<file path="src/rtl/uart_pkg.sv">
// uart_pkg: shared state encoding and widths for the UART transmit arbiter
package uart_pkg;
    typedef enum logic {
        IDLE = 1'b0,
        XFER = 1'b1
    } state_t;
    localparam int BYTE_W = 8;
    localparam int CNT_W  = 8;
endpackage

</file>
<file path="src/rtl/uart_tx_arbiter_rr_pick.sv">
// rr_pick: combinational round-robin picker, first request above the last grant with wrap
module rr_pick #(
    parameter int N = 4
) (
    input  logic [N-1:0] req,
    input  logic [2:0]   last,
    output logic [2:0]   win,
    output logic         any
);
    localparam int IW = (N > 1) ? $clog2(N) : 1;
    int idx;
    // scan from the farthest candidate to the nearest so the closest one after last wins
    always_comb begin
        win = last;
        idx = 0;
        for (int k = N; k >= 1; k--) begin
            idx = int'(last) + k;
            idx = (idx >= N) ? idx - N : idx;
            win = req[idx[IW-1:0]] ? 3'(idx) : win;
        end
    end
    assign any = |req;
endmodule

</file>
<file path="src/rtl/uart_tx_arbiter.sv">
// uart_tx_arbiter: round-robin owner of the UART transmit byte path with burst cap and stall timeout
module uart_tx_arbiter
    import uart_pkg::*;
#(
    parameter int N_REQ     = 4,
    parameter int MAX_BURST = 16,
    parameter int TIMEOUT   = 64
) (
    input  logic                      clk,
    input  logic                      rst,
    input  logic [N_REQ-1:0]          req_valid,
    input  logic [BYTE_W*N_REQ-1:0]   req_data,
    input  logic [N_REQ-1:0]          req_last,
    output logic [N_REQ-1:0]          req_ready,
    output logic [BYTE_W-1:0]         tx_data,
    output logic                      tx_valid,
    input  logic                      tx_ready,
    output logic [2:0]                grant_id,
    output logic                      busy,
    output logic                      timeout_evt
);
    state_t state, state_nx;
    logic [CNT_W-1:0] burst_cnt, idle_cnt;
    logic [N_REQ-1:0] owner_mask;
    logic [BYTE_W-1:0] own_data;
    logic own_valid, own_last, can_take, accept, burst_end, stall_end, any;
    logic [2:0] pick;

    rr_pick #(.N(N_REQ)) u_pick (
        .req  (req_valid),
        .last (grant_id),
        .win  (pick),
        .any  (any)
    );

    assign busy = state == XFER;

    // owner's view of the request bus, handshake strobes, release conditions and next state
    always_comb begin
        owner_mask = N_REQ'(1) << grant_id;
        own_valid  = |(req_valid & owner_mask);
        own_last   = |(req_last & owner_mask);
        own_data   = BYTE_W'(req_data >> {grant_id, 3'b000});
        can_take   = busy && (!tx_valid || tx_ready);
        accept     = can_take && own_valid;
        burst_end  = accept && (own_last || burst_cnt == CNT_W'(MAX_BURST - 1));
        stall_end  = busy && !own_valid && idle_cnt == CNT_W'(TIMEOUT - 1);
        req_ready  = can_take ? owner_mask : '0;
        state_nx   = busy ? ((burst_end || stall_end) ? IDLE : XFER) : (any ? XFER : IDLE);
    end

    // state register
    always_ff @(posedge clk) state <= rst ? IDLE : state_nx;

    // output byte register, grant register and the burst/idle counters
    always_ff @(posedge clk) begin
        if (rst) begin
            tx_data     <= '0;
            tx_valid    <= 1'b0;
            grant_id    <= 3'(N_REQ - 1);
            burst_cnt   <= '0;
            idle_cnt    <= '0;
            timeout_evt <= 1'b0;
        end else begin
            timeout_evt <= stall_end;
            tx_valid    <= accept || (tx_valid && !tx_ready);
            if (accept) tx_data <= own_data;
            if (!busy && any) grant_id <= pick;
            burst_cnt   <= !busy ? '0 : burst_cnt + CNT_W'(accept);
            idle_cnt    <= (!busy || own_valid) ? '0 : idle_cnt + CNT_W'(1);
        end
    end
endmodule

</file>
<file path="config.mk">
export PLATFORM = sky130hd
export DESIGN_NAME = uart_tx_arbiter
export DESIGN_NICKNAME = d
export VERILOG_FILES = /design/src/rtl/uart_pkg.sv /design/src/rtl/uart_tx_arbiter_rr_pick.sv /design/src/rtl/uart_tx_arbiter.sv
export SDC_FILE = /design/constraint.sdc
export NUM_CORES = 1
export LEC_CHECK = 0
export CAP_MARGIN = 15
export CORE_UTILIZATION = 50
export CTS_BUF_LIST = sky130_fd_sc_hd__clkbuf_4 sky130_fd_sc_hd__clkbuf_8
export CTS_CLUSTER_SIZE = 25
export DETAILED_ROUTE_END_ITERATION = 12
export GPL_TIMING_DRIVEN = 1
export PLACE_DENSITY_LB_ADDON = 0.08
export SLEW_MARGIN = 10
export SYNTH_ARGS = -nofsm -noshare
export SYNTH_HDL_FRONTEND = slang
export SYNTH_SLANG_ARGS = --single-unit
</file>
<file path="constraint.sdc">
create_clock -name clk -period 8.5 [get_ports clk]
set_input_delay 1.7 -clock clk [delete_from_list [all_inputs] [get_ports clk]]
set_output_delay 1.7 -clock clk [all_outputs]
set_load 0.005 [all_outputs]
</file>
==> metrics.txt <==
Placement Cell Area=between 2000 and 2500 µm²; worst rel slew slack=a little over a third; gp weighted congestion=between 0.7 and 0.8; worst path required time=6.80 ns; Crit path max-delay family=buffers and inverters; initial core utilization=between 50% and 60%; RSZ-0062 raised after global routing=false; Setup crit end kind=output port; Pleak=approximately 0.00099 µW; pins over their slew limit=0; synth warn=0; Layout Cell Area excl Fill=between 2000 and 2500 µm²; share of layout cells above drive strength 1=under 10%; final layout net count=around 300; average via count per standard cell=about 5.4; Pwr Density=between 150 and 200 nW/µm²; CP max stage delay=approximately 0.5 ns; Initial DRC Count=between 40 and 50; Reg-to-Reg Start=grant_id[0]$_SDFFE_PP1P_; worst min path class=flop to flop; hold depth=1; R2R cell count=11; IO Port Bufs=60; dpl hpwl=about 3.2 mm; Mapped Area=roughly 1700 µm²; I/O pin cnt=a little over 60; WS Path Type=input pin to output port; Syn Nets=240; DRT Wirelength=around 4.2 mm; total die area=~3700 µm²; R2R Setup Slk=between 4 and 5 ns; Clock Pin Slew Worst Setup and Hold Paths=roughly 0.09 ns; Ant. Diodes=0; crit share post-route=roughly 56%; Post-Route Utilization=between 70% and 80%; # Post-CTS Setup Buffers=0; Worst Skew=0.00796 ns; Peak Freq=around 0.21 GHz; Max-Cap Viols=0; Cells after Synth=approximately 190; status=finished clean; Layout area overhead=39.6%; Max IR drop VDD=roughly 0.00014 V; Worst Path Arrival=slightly above 3 ns; post-cts resize count=0; synth unique cells=40; crit path launch=tx_ready; Worst path most repeated cell=clkdlybuf4s50_1; critical path depth=4; CTS tree=built; WHS=0.478 ns; Mapped Avg Cell Area=about 9.2 µm²; Total GRT Usage=roughly a quarter; setup TNS=0 ns; DRT Pass-1 Iters=4; first-pass GRT wire length=6.40 mm; Inserted Clock Buffers=5; critical path's slowest cell=clkdlybuf4s50_1; H-Tree Depth=2; largest net degree at the start of global routing=22; global route overflow=0; number of synthesized register bits=30; core area=roughly 3300 µm²; Setup violations, final=0; final hold viol count=0; Residual DRC=0; # rows=21; WL/cell=between 10 and 15 µm; Clock Latency Late Sink=between 0.3 and 0.4 ns; CTS Sinks=30; Tmin final=4.79 ns; Critical Path Start Type=input pin; total number of vias=1591; Final ANT Viol Nets=0; Die W=60.9 µm; worst-path cell chain=clkdlybuf4s50_1 -> nand2b_1 -> and3_1 -> clkdlybuf4s50_1; initial antenna violation count=0; Die H=between 60 and 70 µm; Least-Margin Pin Slew=between 0.9 and 1 ns; vias in the first global route=around 1500; Clock Path Buffers=2; sequential area share after synthesis=34.6%; Buffers & Inverters on Critical Path=2; Tot Pwr=470 µW; Post-CTS Hold Fix Bufs=0; CP Max Fanout=6; hold_sp=idle_cnt[0]$_SDFF_PP0_; CTS root buffer=clkbuf_4
-- stage by stage --
stage	instances	setup slack (ns)
2_1_floorplan	188	4.68
3_3_place_gp	288	3.73
3_5_place_dp	288	3.72
4_1_cts	296	3.72
5_1_grt	296	3.64
6_report	296	3.71
-- cells in the mapped netlist, drive strengths merged --
cell     instances  area (µm²)
a31o             1        8.76
mux2             1        11.3
nand3            9        45.0
o21bai           1        7.51
o2111ai          1        8.76
nand2b           2        12.5
o21a             1        7.51
xor2             7        61.3
nor3b            1        7.51
o31ai            1        7.51
inv              6        22.5
a31oi            1        6.26
a22oi            1        7.51
nor2            37         139
a222oi           1        10.0
buf              3        23.8
mux2i            1        10.0
and4             1        8.76
clkinv           1        3.75
mux4            10         248
ha               9         113
and2             2        12.5
o311ai           1        26.3
nor3             2        10.0
nor2b            3        18.8
nand2           17        63.8
a21oi           14        70.1
clkbuf           3        11.3
and3b            2        17.5
nand4            1        6.26
a22o             1        8.76
nor4             1        6.26
and3             7        43.8
xnor2            6        52.6
a311oi           1        8.76
dfxtp           30         601
o211ai           1        7.51
-- metal layers --
layer / global-route usage [%] / vias up / wire length (µm)
li1: - / 798 / -
met1: 29.2 / 735 / 1880
met2: 39.4 / 49 / 1950
met3: 7.04 / 9 / 265
met4: 11.4 / 0 / 91
met5: 0 / - / 0
-- cell families (layout without fill, tap and decap cells) --
logic type | after synthesis | after routing | share of synthesized area (%)
AND/OR/NAND/NOR | 85 | 85 | 22.6
adder cells (fa/ha/maj) | 9 | 9 | 6.49
flip-flops | 30 | 30 | 34.6
buffers and inverters | 13 | 75 | 3.53
multiplexers | 12 | 12 | 15.5
AO/OA/AOI/OAI | 26 | 26 | 10.7
XOR/XNOR | 13 | 13 | 6.57
-- layout make-up --
class                   instances  area [µm²]
fillers                       271         916
well taps                      46        57.6
flip-flops and latches         30         601
multi-input cells             145        1070
repair buffers                 60         601
inverters                       7        26.3
clock inverters                 2        12.5
clock buffers                   6        51.3
-- where the power goes --
part | internal (µW) | switching, µW
combinational | 118 | 80.8
clock | 39.7 | 49.4
sequential | 153 | 29.3
-- layout by cell type (no fill, tap or decap), types with 2 or more instances in the layout --
cell type,instances
a21oi_1,14
nor2_1,37
mux4_2,4
clkbuf_4,5
xnor2_1,6
dfxtp_1,30
nor3_1,2
clkdlybuf4s50_1,60
nand2_1,17
mux4_1,6
nor2b_1,3
xor2_1,7
nand3_1,9
and3_1,7
and3b_1,2
nand2b_1,2
and2_1,2
ha_1,9
inv_1,6
-- path summary, 6_finish.rpt --
path | to
setup / recovery | req_ready[1]
hold / removal | idle_cnt[0]$_SDFF_PP0_
setup reg to reg | burst_cnt[6]$_SDFF_PP0_
hold reg to reg | idle_cnt[0]$_SDFF_PP0_
-- sequential cells by signal, summed over array words and instances (netlist names) --
name / cells
burst_cnt: 8
busy: 1
grant_id: 3
idle_cnt: 8
timeout_evt: 1
tx_data: 8
tx_valid: 1
No activity file was read; power rests on OpenSTA's default activity.
